`config.mk`:
```
export PLATFORM = sky130hd
export DESIGN_NAME = rca_accumulator
export DESIGN_NICKNAME = d
export VERILOG_FILES = /design/src/rtl/rca_acc_pkg.sv /design/src/rtl/adder_rca_n.sv /design/src/rtl/rca_accumulator.sv
export SDC_FILE = /design/constraint.sdc
export NUM_CORES = 1
export LEC_CHECK = 0
export BUFFER_PORTS_ARGS = -buffer_cell sky130_fd_sc_hd__buf_4
export CAP_MARGIN = 0
export CORE_ASPECT_RATIO = 1.2
export CORE_UTILIZATION = 58
export CTS_CLUSTER_DIAMETER = 100
export CTS_CLUSTER_SIZE = 40
export DETAILED_ROUTE_END_ITERATION = 10
export PLACE_DENSITY = 0.82
export SLEW_MARGIN = 20
export SYNTH_ARGS = -nofsm -noshare
export SYNTH_HDL_FRONTEND = slang
export SYNTH_SLANG_ARGS = --single-unit
```
`constraint.sdc`:
```
create_clock -name clk -period 7.05 [get_ports clk]
set_clock_uncertainty 0.05 [all_clocks]
set_input_delay 0 -clock clk [delete_from_list [all_inputs] [get_ports clk]]
set_output_delay 0 -clock clk [all_outputs]
set_load 0.05 [all_outputs]
```
`src/rtl/rca_acc_pkg.sv`:
```
// Shared types and default parameters for the ripple-carry streaming accumulator.
// Latency: n/a (types only). Backpressure: n/a.
// Build option ACC_SATURATE_EN is consumed by rca_accumulator, not here.
package rca_acc_pkg;

    typedef enum logic {
        S_ACC = 1'b0,
        S_OUT = 1'b1
    } state_t;

    localparam int WIDTH_D = 4;
    localparam int ACC_W_D = 8;
    localparam int COUNT_D = 4;

endpackage

```
`src/rtl/adder_rca_n.sv`:
```
// Combinational N-bit ripple-carry adder built from a chain of full-adder cells.
// Latency: 0 cycles (pure combinational). Backpressure: none.
// Carry ripples LSB to MSB; cout is the carry out of bit N-1.
module adder_rca_n #(
    parameter int N = 8
) (
    input  logic [N-1:0] a,
    input  logic [N-1:0] b,
    input  logic         cin,
    output logic [N-1:0] sum,
    output logic         cout
);

    logic [N:0] carry;

    assign carry[0] = cin;

    for (genvar i = 0; i < N; i++) begin : g_fa
        assign sum[i]       = a[i] ^ b[i] ^ carry[i];
        assign carry[i+1]   = (a[i] & b[i]) | (carry[i] & (a[i] ^ b[i]));
    end

    assign cout = carry[N];

endmodule

```
`src/rtl/rca_accumulator.sv`:
```
// Sums COUNT operands (+carry-in) per block and presents the total with an overflow flag.
// Latency: result valid 1 cycle after the last accept. Backpressure: in_ready=0 while a result waits on out_ready.
// Build option ACC_SATURATE_EN: saturate the accumulator on carry-out instead of wrapping.
module rca_accumulator
    import rca_acc_pkg::*;
#(
    parameter int WIDTH = WIDTH_D,
    parameter int ACC_W = ACC_W_D,
    parameter int COUNT = COUNT_D
) (
    input  logic             clk,
    input  logic             rst_n,
    input  logic             clear,
    input  logic             in_valid,
    output logic             in_ready,
    input  logic [WIDTH-1:0] in_data,
    input  logic             in_cin,
    output logic             out_valid,
    input  logic             out_ready,
    output logic [ACC_W-1:0] out_sum,
    output logic             out_ovf
);

    localparam int CNT_W = $clog2(COUNT + 1);

    state_t             state_q, state_d;
    logic [ACC_W-1:0]   acc_q, acc_d;
    logic [CNT_W-1:0]   cnt_q, cnt_d;
    logic               ovf_q, ovf_d;
    logic [ACC_W-1:0]   out_sum_q, out_sum_d;
    logic               out_ovf_q, out_ovf_d;

    logic [ACC_W-1:0]   add_b;
    logic [ACC_W-1:0]   add_sum;
    logic               add_cout;
    logic [ACC_W-1:0]   acc_next;
    logic               last_beat;

    assign add_b = ACC_W'(in_data);

    adder_rca_n #(.N(ACC_W)) u_add (
        .a    (acc_q),
        .b    (add_b),
        .cin  (in_cin),
        .sum  (add_sum),
        .cout (add_cout)
    );

    // Once saturated, every later non-zero add carries out again, so the block stays pinned.
`ifdef ACC_SATURATE_EN
    assign acc_next = add_cout ? {ACC_W{1'b1}} : add_sum;
`else
    assign acc_next = add_sum;
`endif

    assign last_beat = (cnt_q == CNT_W'(COUNT - 1));

    always_comb begin
        state_d   = state_q;
        acc_d     = acc_q;
        cnt_d     = cnt_q;
        ovf_d     = ovf_q;
        out_sum_d = out_sum_q;
        out_ovf_d = out_ovf_q;
        if (clear) begin
            state_d = S_ACC;
            acc_d   = '0;
            cnt_d   = '0;
            ovf_d   = 1'b0;
        end else begin
            case (state_q)
                S_ACC: begin
                    if (in_valid) begin
                        acc_d = acc_next;
                        ovf_d = ovf_q | add_cout;
                        cnt_d = cnt_q + CNT_W'(1);
                        if (last_beat) begin
                            state_d   = S_OUT;
                            out_sum_d = acc_next;
                            out_ovf_d = ovf_q | add_cout;
                        end
                    end
                end
                S_OUT: begin
                    if (out_ready) begin
                        state_d = S_ACC;
                        acc_d   = '0;
                        cnt_d   = '0;
                        ovf_d   = 1'b0;
                    end
                end
                default: state_d = S_ACC;
            endcase
        end
    end

    always_ff @(posedge clk or negedge rst_n) begin
        if (!rst_n) begin
            state_q   <= S_ACC;
            acc_q     <= '0;
            cnt_q     <= '0;
            ovf_q     <= 1'b0;
            out_sum_q <= '0;
            out_ovf_q <= 1'b0;
        end else begin
            state_q   <= state_d;
            acc_q     <= acc_d;
            cnt_q     <= cnt_d;
            ovf_q     <= ovf_d;
            out_sum_q <= out_sum_d;
            out_ovf_q <= out_ovf_d;
        end
    end

    assign in_ready  = (state_q == S_ACC);
    assign out_valid = (state_q == S_OUT);
    assign out_sum   = out_sum_q;
    assign out_ovf   = out_ovf_q;

endmodule

```
After elaboration in Yosys (flattened, before gate mapping)
Cells that the tools add are included.
Widths: inputs -> output; s select.
Operators by class
  reductions and logical operators: 2
  equal/unequal tests: 3
  add/sub/neg operators: 1
  bitwise logic cells: 31
  multiplexer cells: 17
Operators by type and width (count)
  $mux 8: 3
  $pmux 8 s2: 1
  $and 1x1->1: 12
  $xor 1x1->1: 12
  $mux 3: 3
  $mux 1: 7
  $ne 3x3->1 const B: 2
  $pmux 3 s2: 1
  $or 1x1->1: 5
  $pmux 1 s2: 2
  $reduce_and 4->1: 1
  $add 3x1->3 const B: 1
  $eq 3x2->1 const B: 1
  $not 1->1: 2
  $reduce_and 2->1: 1
Word-level totals
  bits in registers: 22

Longest topological paths before layout
Gate-level depths: netlist of run 1.
  word-level depth: 17
  depth in mapped cells: 12
  depth with buffers taken out: 12

Cells and area by module
From an unflattened synthesis of run 1, not the netlist that was laid out.
Unflattened totals
  cell total of the unflattened synthesis: 92
  area, all modules: 1247.4 um^2
Modules (own cells, without submodules)
  rca_accumulator: cells an instance 74, area an instance 1049.8 um^2, times used 1
  adder_rca_n: cells an instance 18, area an instance 197.7 um^2, times used 1

Worst setup path after synthesis of run 1
Ideal clock, no wire load.
  path kind: flip-flop to flip-flop
  start: register acc_q[0]
  end: register acc_q[7]
  cell stages (with the launch flop): 13
  period minus slack after synthesis: 2886 ps
  arrival time: 2716 ps
  setup slack: 4164 ps
  path buffers: 0
  cell sequence: dfrtp_1 -> inv_1 -> fa_1 -> fa_1 -> fa_1 -> inv_1 -> fa_1 -> ha_1 -> ha_1 -> ha_1 -> ha_1 -> and4bb_2 -> a31o_2
Between the ends
  word-level cells in the longest chain between the ends: 16
Ends and longest elaborated chain
  start, declared: line rca_accumulator.sv:27  | logic [ACC_W-1:0] acc_q, acc_d;
  start signal, assigned: line rca_accumulator.sv:100  | acc_q <= '0;
  start signal, assigned: line rca_accumulator.sv:107  | acc_q <= acc_d;
  $xor 1x1->1: line adder_rca_n.sv:20  | assign carry[i+1] = (a[i] & b[i]) | (carry[i] & (a[i] ^ b[i]));
  $and 1x1->1: line adder_rca_n.sv:20
  $or 1x1->1 *: line adder_rca_n.sv:20
  $and 1x1->1 *: line adder_rca_n.sv:20
  $or 1x1->1 *: line adder_rca_n.sv:20
  $and 1x1->1 *: line adder_rca_n.sv:20
  $or 1x1->1 *: line adder_rca_n.sv:20
  $and 1x1->1 *: line adder_rca_n.sv:20
  $or 1x1->1 *: line adder_rca_n.sv:20
  $and 1x1->1 * (3 in series): line adder_rca_n.sv:20
  $xor 1x1->1 *: line adder_rca_n.sv:19  | assign sum[i] = a[i] ^ b[i] ^ carry[i];
  via acc_next[7]: line rca_accumulator.sv:36  | logic [ACC_W-1:0] acc_next;
  $mux 8 *: line rca_accumulator.sv:73  | if (in_valid) begin
  $pmux 8 s2 *: line rca_accumulator.sv:71  | case (state_q)
  $mux 8 *: line rca_accumulator.sv:65  | if (clear) begin
The timed path passes the listed nets; every way through them passes the cells marked *. The select of a mux whose other input is x is not followed.
A chain may end at the register's enable or synchronous reset.

Worst setup path in the final report of run 1
  start: register acc_q[0]
  end: register ovf_q
Between the ends
  word-level cells in the longest chain between the ends: 17
Ends and longest elaborated chain
  $xor 1x1->1: line adder_rca_n.sv:20
  $and 1x1->1: line adder_rca_n.sv:20
  $or 1x1->1 *: line adder_rca_n.sv:20
  $and 1x1->1 *: line adder_rca_n.sv:20
  $or 1x1->1 *: line adder_rca_n.sv:20
  $and 1x1->1 *: line adder_rca_n.sv:20
  $or 1x1->1 *: line adder_rca_n.sv:20
  $and 1x1->1 *: line adder_rca_n.sv:20
  $or 1x1->1 *: line adder_rca_n.sv:20
  $and 1x1->1 * (4 in series): line adder_rca_n.sv:20
  $or 1x1->1 *: line rca_accumulator.sv:75  | ovf_d = ovf_q | add_cout;
  $mux 1 *: line rca_accumulator.sv:73
  $pmux 1 s2 *: line rca_accumulator.sv:71
  $mux 1 *: line rca_accumulator.sv:65
  end signal, assigned: line rca_accumulator.sv:109  | ovf_q <= ovf_d;
  end, declared: line rca_accumulator.sv:29  | logic ovf_q, ovf_d;
Mark *: on every way between the ends. The rest lies on a longest branch, timed or not. The select of a mux whose other input is x is not followed.

==> results of run 1 <==
## cells in the mapped netlist
library cell / n
dfrtp_1: 22
inv_1: 15
a31o_2: 11
ha_1: 6
mux2_4: 5
mux2i_1: 5
nor4b_1: 5
fa_1: 4
and4bb_2: 3
buf_2: 3
nor4bb_1: 3
buf_6: 2
nor2_1: 2
a21bo_2: 1
a21o_1: 1
a21oi_1: 1
buf_4: 1
clkbuf_1: 1
nand3b_1: 1
nor4bb_4: 1
## cell usage in the layout (no fill, tap or decap), drive strengths merged
| cell type | synthesis | routed |
|---|---|---|
| a21oi | 1 | 1 |
| a21bo | 1 | 1 |
| and4bb | 3 | 3 |
| clkbuf | 1 | 4 |
| mux2i | 5 | 5 |
| dfrtp | 22 | 22 |
| a31o | 11 | 11 |
| dlygate4sd3 | 0 | 4 |
| mux2 | 5 | 5 |
| nor4b | 5 | 5 |
| inv | 15 | 15 |
| ha | 6 | 6 |
| nand3b | 1 | 1 |
| fa | 4 | 4 |
| a21o | 1 | 1 |
| nor2 | 2 | 2 |
| nor4bb | 4 | 4 |
| buf | 6 | 20 |
## cell families (layout without fill, tap and decap cells)
kind of cell,count (synthesis),in the layout
compound gates,14,14
fa+ha+maj,10,10
buf+inv,22,43
flops,22,22
mux,10,10
simple gates,15,15
## flip-flops by register name, indices dropped and copies added (netlist names)
| name | count |
|---|---|
| out_valid | 1 |
| ovf_q | 1 |
| out_sum | 8 |
| cnt_q | 3 |
| out_ovf | 1 |
| acc_q | 8 |
## power groups by stage
stage,registers [uW],logic [uW],clock network (uW)
6_report,145,85.3,69.8
3_5_place_dp,148,85.2,0
5_1_grt,147,93.3,75.6
4_1_cts,145,86.7,71.3
3_3_place_gp,147,83.2,0
2_1_floorplan,174,32.3,0
## timing repair
| action | in CTS | in global routing |
|---|---|---|
| buffers inserted | 0 | 0 |
| setup endpoints to repair | 0 | 0 |
| hold endpoints to repair | 24 | 0 |
| hold buffers | 4 | 0 |
## final cells by class
cell class                      instances  share of cell area (%)
Timing Repair Buffer                   24                    13.5
Inverter                               15                    4.00
Sequential cell                        22                    39.1
Tap cell                               19                    1.69
Clock buffer                            4                    2.58
Multi-Input combinational cell         49                    39.1
## per-stage QoR
step,hold WS (ps),utilization [%],std cells,setup WS [ps]
2_1_floorplan,-346,-,93,4160
3_3_place_gp,-147,70.3,125,4060
3_5_place_dp,-145,70.3,125,4040
4_1_cts,53.3,74.4,133,3770
5_1_grt,71.9,74.4,133,3660
6_report,59.5,74.4,133,3780
## worst max-delay path by stage
| stage | from | endpoint | slack, ps |
|---|---|---|---|
| global route | acc_q[0] | ovf_q | 3660 |
| floorplan | acc_q[0] | acc_q[7] | 4160 |
| finish | acc_q[0] | ovf_q | 3780 |
| CTS | acc_q[0] | ovf_q | 3770 |
| global placement | acc_q[0] | acc_q[7] | 4060 |
| detailed placement | acc_q[0] | acc_q[7] | 4040 |
## metal layers
layer  up-vias  global-route usage (%)
met5         -                       0
li1        368                       -
met4         0                    9.38
met2        20                    36.1
met3         2                    1.04
met1       398                    27.0
==> impl_metrics.env, run 1 <==
export IMPL_post_drt_wl_per_cell_um=14.9
export IMPL_htreeDepth=1
export IMPL_first_iter_violations=7
export IMPL_grt_pass1_wl_um=3460
export IMPL_crit_buf_inv=3
export IMPL_worst_setup_path_start_kind="flip-flop"
export IMPL_drc=3
export IMPL_worstPathRequired_ps=7250
export IMPL_synthMuxAreaShare_pct=10.4
export IMPL_pwr_share_clk_pct=23.2
export IMPL_synth_seq_area_share_pct=45.6
export IMPL_die_area_um2=2270
export IMPL_r2r_cells=13
export IMPL_multiInputGateArea_um2=551
export IMPL_crit_fanout=2
export IMPL_yosysWarnings=0
export IMPL_syn_to_final_growth_pct=16.7
export IMPL_highest_layer="met4"
export IMPL_hpwl_um=1360
export IMPL_grt_total_usage_pct=21.0
export IMPL_power_total_uw=300
export IMPL_drv_cap=0
export IMPL_synth_area_leaders="dfrtp_1 46%, a31o_2 8.0%, fa_1 6.6%, ha_1 6.2%, mux2_4 6.2%"
export IMPL_setup_viol=0
export IMPL_netlist_instances=93
export IMPL_pwr_density_cell_nw_per_um2=213
export IMPL_detail_route_antenna_nets=0
export IMPL_cts_buffers=3
export IMPL_fin_nets=135
export IMPL_netlist_area_um2=1210
export IMPL_synth_top_family_by_area="adder cells"
export IMPL_finalHoldViolations=0
export IMPL_gr_total_overflow=0
export IMPL_yosys_area_share_simple_pct=12.6
export IMPL_start_util_pct=63.7
export IMPL_fin_area_um2=1410
export IMPL_die_w_um=43.6
export IMPL_wl_met2_um=988
export IMPL_cts_clk_slew_worst_paths_ps=120
export IMPL_io_pins=21
export IMPL_wl_met3_um=72
export IMPL_crit_chain="inv_1, fa_1, fa_1, fa_1, inv_1, fa_1, ha_1, ha_1, ha_1, ha_1, nand3b_1, a21oi_1, dlygate4sd3_1"
export IMPL_portBuffers=20
export IMPL_critPathKind="flip-flop to flip-flop"
export IMPL_max_vdd_ir_drop_uv=162
export IMPL_antenna_found_initial=0
export IMPL_die_h_um=52.0
export IMPL_wl_met1_um=899
export IMPL_n_fill_cell=136
export IMPL_p_int_uw=204
export IMPL_switching_share_pct=32.3
export IMPL_clock_path_buffers=2
export IMPL_maxSlewViolCount=0
export IMPL_r2r_start="acc_q[0]"
export IMPL_hp_class="input port to async pin"
export IMPL_synth_xor_area_share_pct=0
export IMPL_synth_top_cell_area_share_pct=45.6
export IMPL_num_vias=788
export IMPL_dpl_instance_area_um2=1330
export IMPL_switchingPower_uw=96.9
export IMPL_status="complete, but fails checks"
export IMPL_reg2reg_slack_ps=3780
export IMPL_ys_ff_latch=22
export IMPL_setup_tns_ps=0
export IMPL_cts_root_buffer="clkbuf_4"
export IMPL_synth_area_leader_cell="dfrtp_1"
export IMPL_crit_family="adder cells"
export IMPL_regToRegEndpoint="ovf_q"
export IMPL_rows=17
export IMPL_grt_max_degree=23
export IMPL_syn_num_nets=113
export IMPL_insertion_delay_ps=300
export IMPL_relSlewSlack_pct=40.6
export IMPL_fmax_ghz=0.306
export IMPL_wl_um=1980
export IMPL_synth_fa_ha_area_share_pct=12.9
export IMPL_end_kind="flip-flop"
export IMPL_p_comb_share_pct=28.4
export IMPL_p_leak_uw=0.000711
export IMPL_arrival_ps=3470
export IMPL_min_period_over_period_pct=46.4
export IMPL_cts_resized=0
export IMPL_synth_compound_area_share_pct=9.85
export IMPL_grt_pass1_vias=773
export IMPL_dr_pass1_iters=7
export IMPL_cts_tree="done"
export IMPL_seq_area_um2=551
export IMPL_clock_sinks=22
export IMPL_power_frac_seq_pct=48.4
export IMPL_n_antenna_cell=0
export IMPL_violations="design-rule violations"
export IMPL_crit_cells=13
export IMPL_worst_slew_pin_transition_ps=867
export IMPL_drive_gt1_share_pct=39.5
export IMPL_via_per_inst=5.92
export IMPL_syn_avg_cell_area_um2=13.0
export IMPL_cp_slowest_cell="dlygate4sd3_1"
export IMPL_rsz0062_at_grt="no"
export IMPL_period_minus_slack_ps=3270
export IMPL_core_area_um2=1890
export IMPL_ys_types=20
export IMPL_gp_congestion=0.719
export IMPL_max_stage_delay_ps=570
Note: power is estimated with default switching activity, not from simulation.
==> run 2, diff against run 1 <==
CORE_UTILIZATION = 54   (was 58)
PLACE_DENSITY = 0.77   (was 0.82)
clock period = 3.1 ns   (was 7.05 ns; I/O delays follow)
==> run 2 against run 1 <==
Against the previous run:
- the flow now finishes without violations
- power up 130%
- clock-buffer cell count unchanged
- maximum frequency up 10%
==> impl_metrics.env, run 2 (same netlist as run 1, synthesis figures left out) <==
export IMPL_arrival_ps=3130
export IMPL_min_period_over_period_pct=95.7
export IMPL_core_area_um2=2070
export IMPL_cts_tree="done"
export IMPL_multiInputGateArea_um2=553
export IMPL_drive_gt1_share_pct=41.4
export IMPL_period_minus_slack_ps=2970
export IMPL_dpl_instance_area_um2=1350
export IMPL_finalHoldViolations=0
export IMPL_final_cell_mix="22 x dfrtp_1, 22 x buf_4, 15 x inv_1"
export IMPL_grt_pass1_wl_um=3860
export IMPL_setup_tns_ps=0
export IMPL_drc=0
export IMPL_drv_cap=0
export IMPL_fin_nets=137
export IMPL_num_vias=794
export IMPL_critPathKind="flip-flop to flip-flop"
export IMPL_detail_route_antenna_nets=0
export IMPL_setup_viol=0
export IMPL_reg2reg_slack_ps=130
export IMPL_first_iter_violations=6
export IMPL_seq_area_um2=551
export IMPL_worst_setup_path_start_kind="flip-flop"
export IMPL_start_util_pct=58.2
export IMPL_maxSlewViolCount=0
export IMPL_io_pins=21
export IMPL_status="complete, no violations"
export IMPL_r2r_cells=12
export IMPL_wl_um=2220
export IMPL_fmax_ghz=0.337
export IMPL_grt_total_usage_pct=22.6
export IMPL_post_drt_wl_per_cell_um=15.2
export IMPL_clock_path_buffers=2
export IMPL_clock_sinks=22
export IMPL_die_area_um2=2430
export IMPL_gp_congestion=0.743
export IMPL_htreeDepth=1
export IMPL_insertion_delay_ps=310
export IMPL_crit_fanout=2
export IMPL_p_leak_uw=0.000718
export IMPL_cts_buffers=3
export IMPL_hp_class="input port to async pin"
export IMPL_cts_clk_slew_worst_paths_ps=130
export IMPL_worst_slew_pin_transition_ps=932
export IMPL_max_vdd_ir_drop_uv=338
export IMPL_n_antenna_cell=0
export IMPL_end_kind="flip-flop"
export IMPL_power_total_uw=691
export IMPL_dr_pass1_iters=4
export IMPL_syn_to_final_growth_pct=19.3
export IMPL_grt_pass1_vias=838
export IMPL_hpwl_um=1550
export IMPL_rows=18
export IMPL_worstPathRequired_ps=3270
export IMPL_relSlewSlack_pct=36.1
export IMPL_grt_max_degree=23
export IMPL_portBuffers=20
export IMPL_gr_total_overflow=0
export IMPL_cts_root_buffer="clkbuf_4"
export IMPL_die_h_um=53.8
export IMPL_fin_area_um2=1440
export IMPL_antenna_found_initial=0
export IMPL_rsz0062_at_grt="no"
export IMPL_via_per_inst=5.44
export IMPL_regToRegEndpoint="acc_q[7]"
export IMPL_die_w_um=45.1
export IMPL_n_fill_cell=166
export IMPL_pwr_density_cell_nw_per_um2=480
export IMPL_r2r_start="acc_q[0]"
==> run 2: changes by cell type in the layout (fill, tap and decap cells not counted) <==
cell   previous run  this run
fa_1              4         3
fa_2              0         1
buf_4            20        22
==> run 2: worst max-delay path by stage <==
stage	start	to
2_1_floorplan	acc_q[0]	acc_q[7]
3_3_place_gp	acc_q[0]	acc_q[7]
3_5_place_dp	acc_q[0]	acc_q[7]
4_1_cts	acc_q[0]	acc_q[7]
5_1_grt	acc_q[0]	acc_q[7]
6_report	acc_q[0]	acc_q[7]
==> run 2: stage by stage <==
stage               setup slack (ps)  utilization [%]  hold slack (ps)  std cells
floorplan                        214                -             -346         93
global placement                 147             65.3             -145        137
detailed placement              76.2             65.3             -142        137
CTS                             60.9             69.0             46.1        145
global route                    6.27             69.4             78.8        146
finish                           134             69.4             50.1        146
==> run 2: critical path, stage by stage, from the launching register on <==
cell      delay [ps]
dfrtp_1          370
inv_1             60
fa_1             380
fa_2             350
fa_1             360
inv_1             70
fa_1             160
ha_1             140
ha_1             140
ha_1             140
ha_1             230
and4bb_2         240
a31o_2           210
==> run 2: power by group <==
| part | leakage (uW) | switching (uW) | internal, uW | total (uW) |
|---|---|---|---|---|
| Sequential | 0.000285 | 16.2 | 314 | 331 |
| Clock | 0.0000210 | 87.4 | 71.7 | 159 |
| Combinational | 0.000412 | 121 | 80.6 | 201 |
==> run 2: area by class of cell <==
| class | instances | share of cell area (%) |
|---|---|---|
| flip-flops and latches | 22 | 38.3 |
| multi-input cells | 49 | 38.4 |
| well taps | 30 | 2.61 |
| clock buffers | 4 | 2.52 |
| inverters | 15 | 3.91 |
| repair buffers | 26 | 14.3 |
==> run 2: repair_timing <==
action	CTS	global route
hold endpoints to repair	24	0
hold buffers	4	0
setup endpoints to repair	0	1
setup buffers	0	1
gates resized for setup	0	1
==> run 2: per-layer routing <==
metal / global-route usage (%) / share of wire [%] / wire length [um]
met4: 7.58 / 1.1 / 24
met2: 40.3 / 55 / 1210
met3: 2.01 / 2.1 / 47
met5: 0 / 0 / 0
met1: 28.5 / 42 / 937
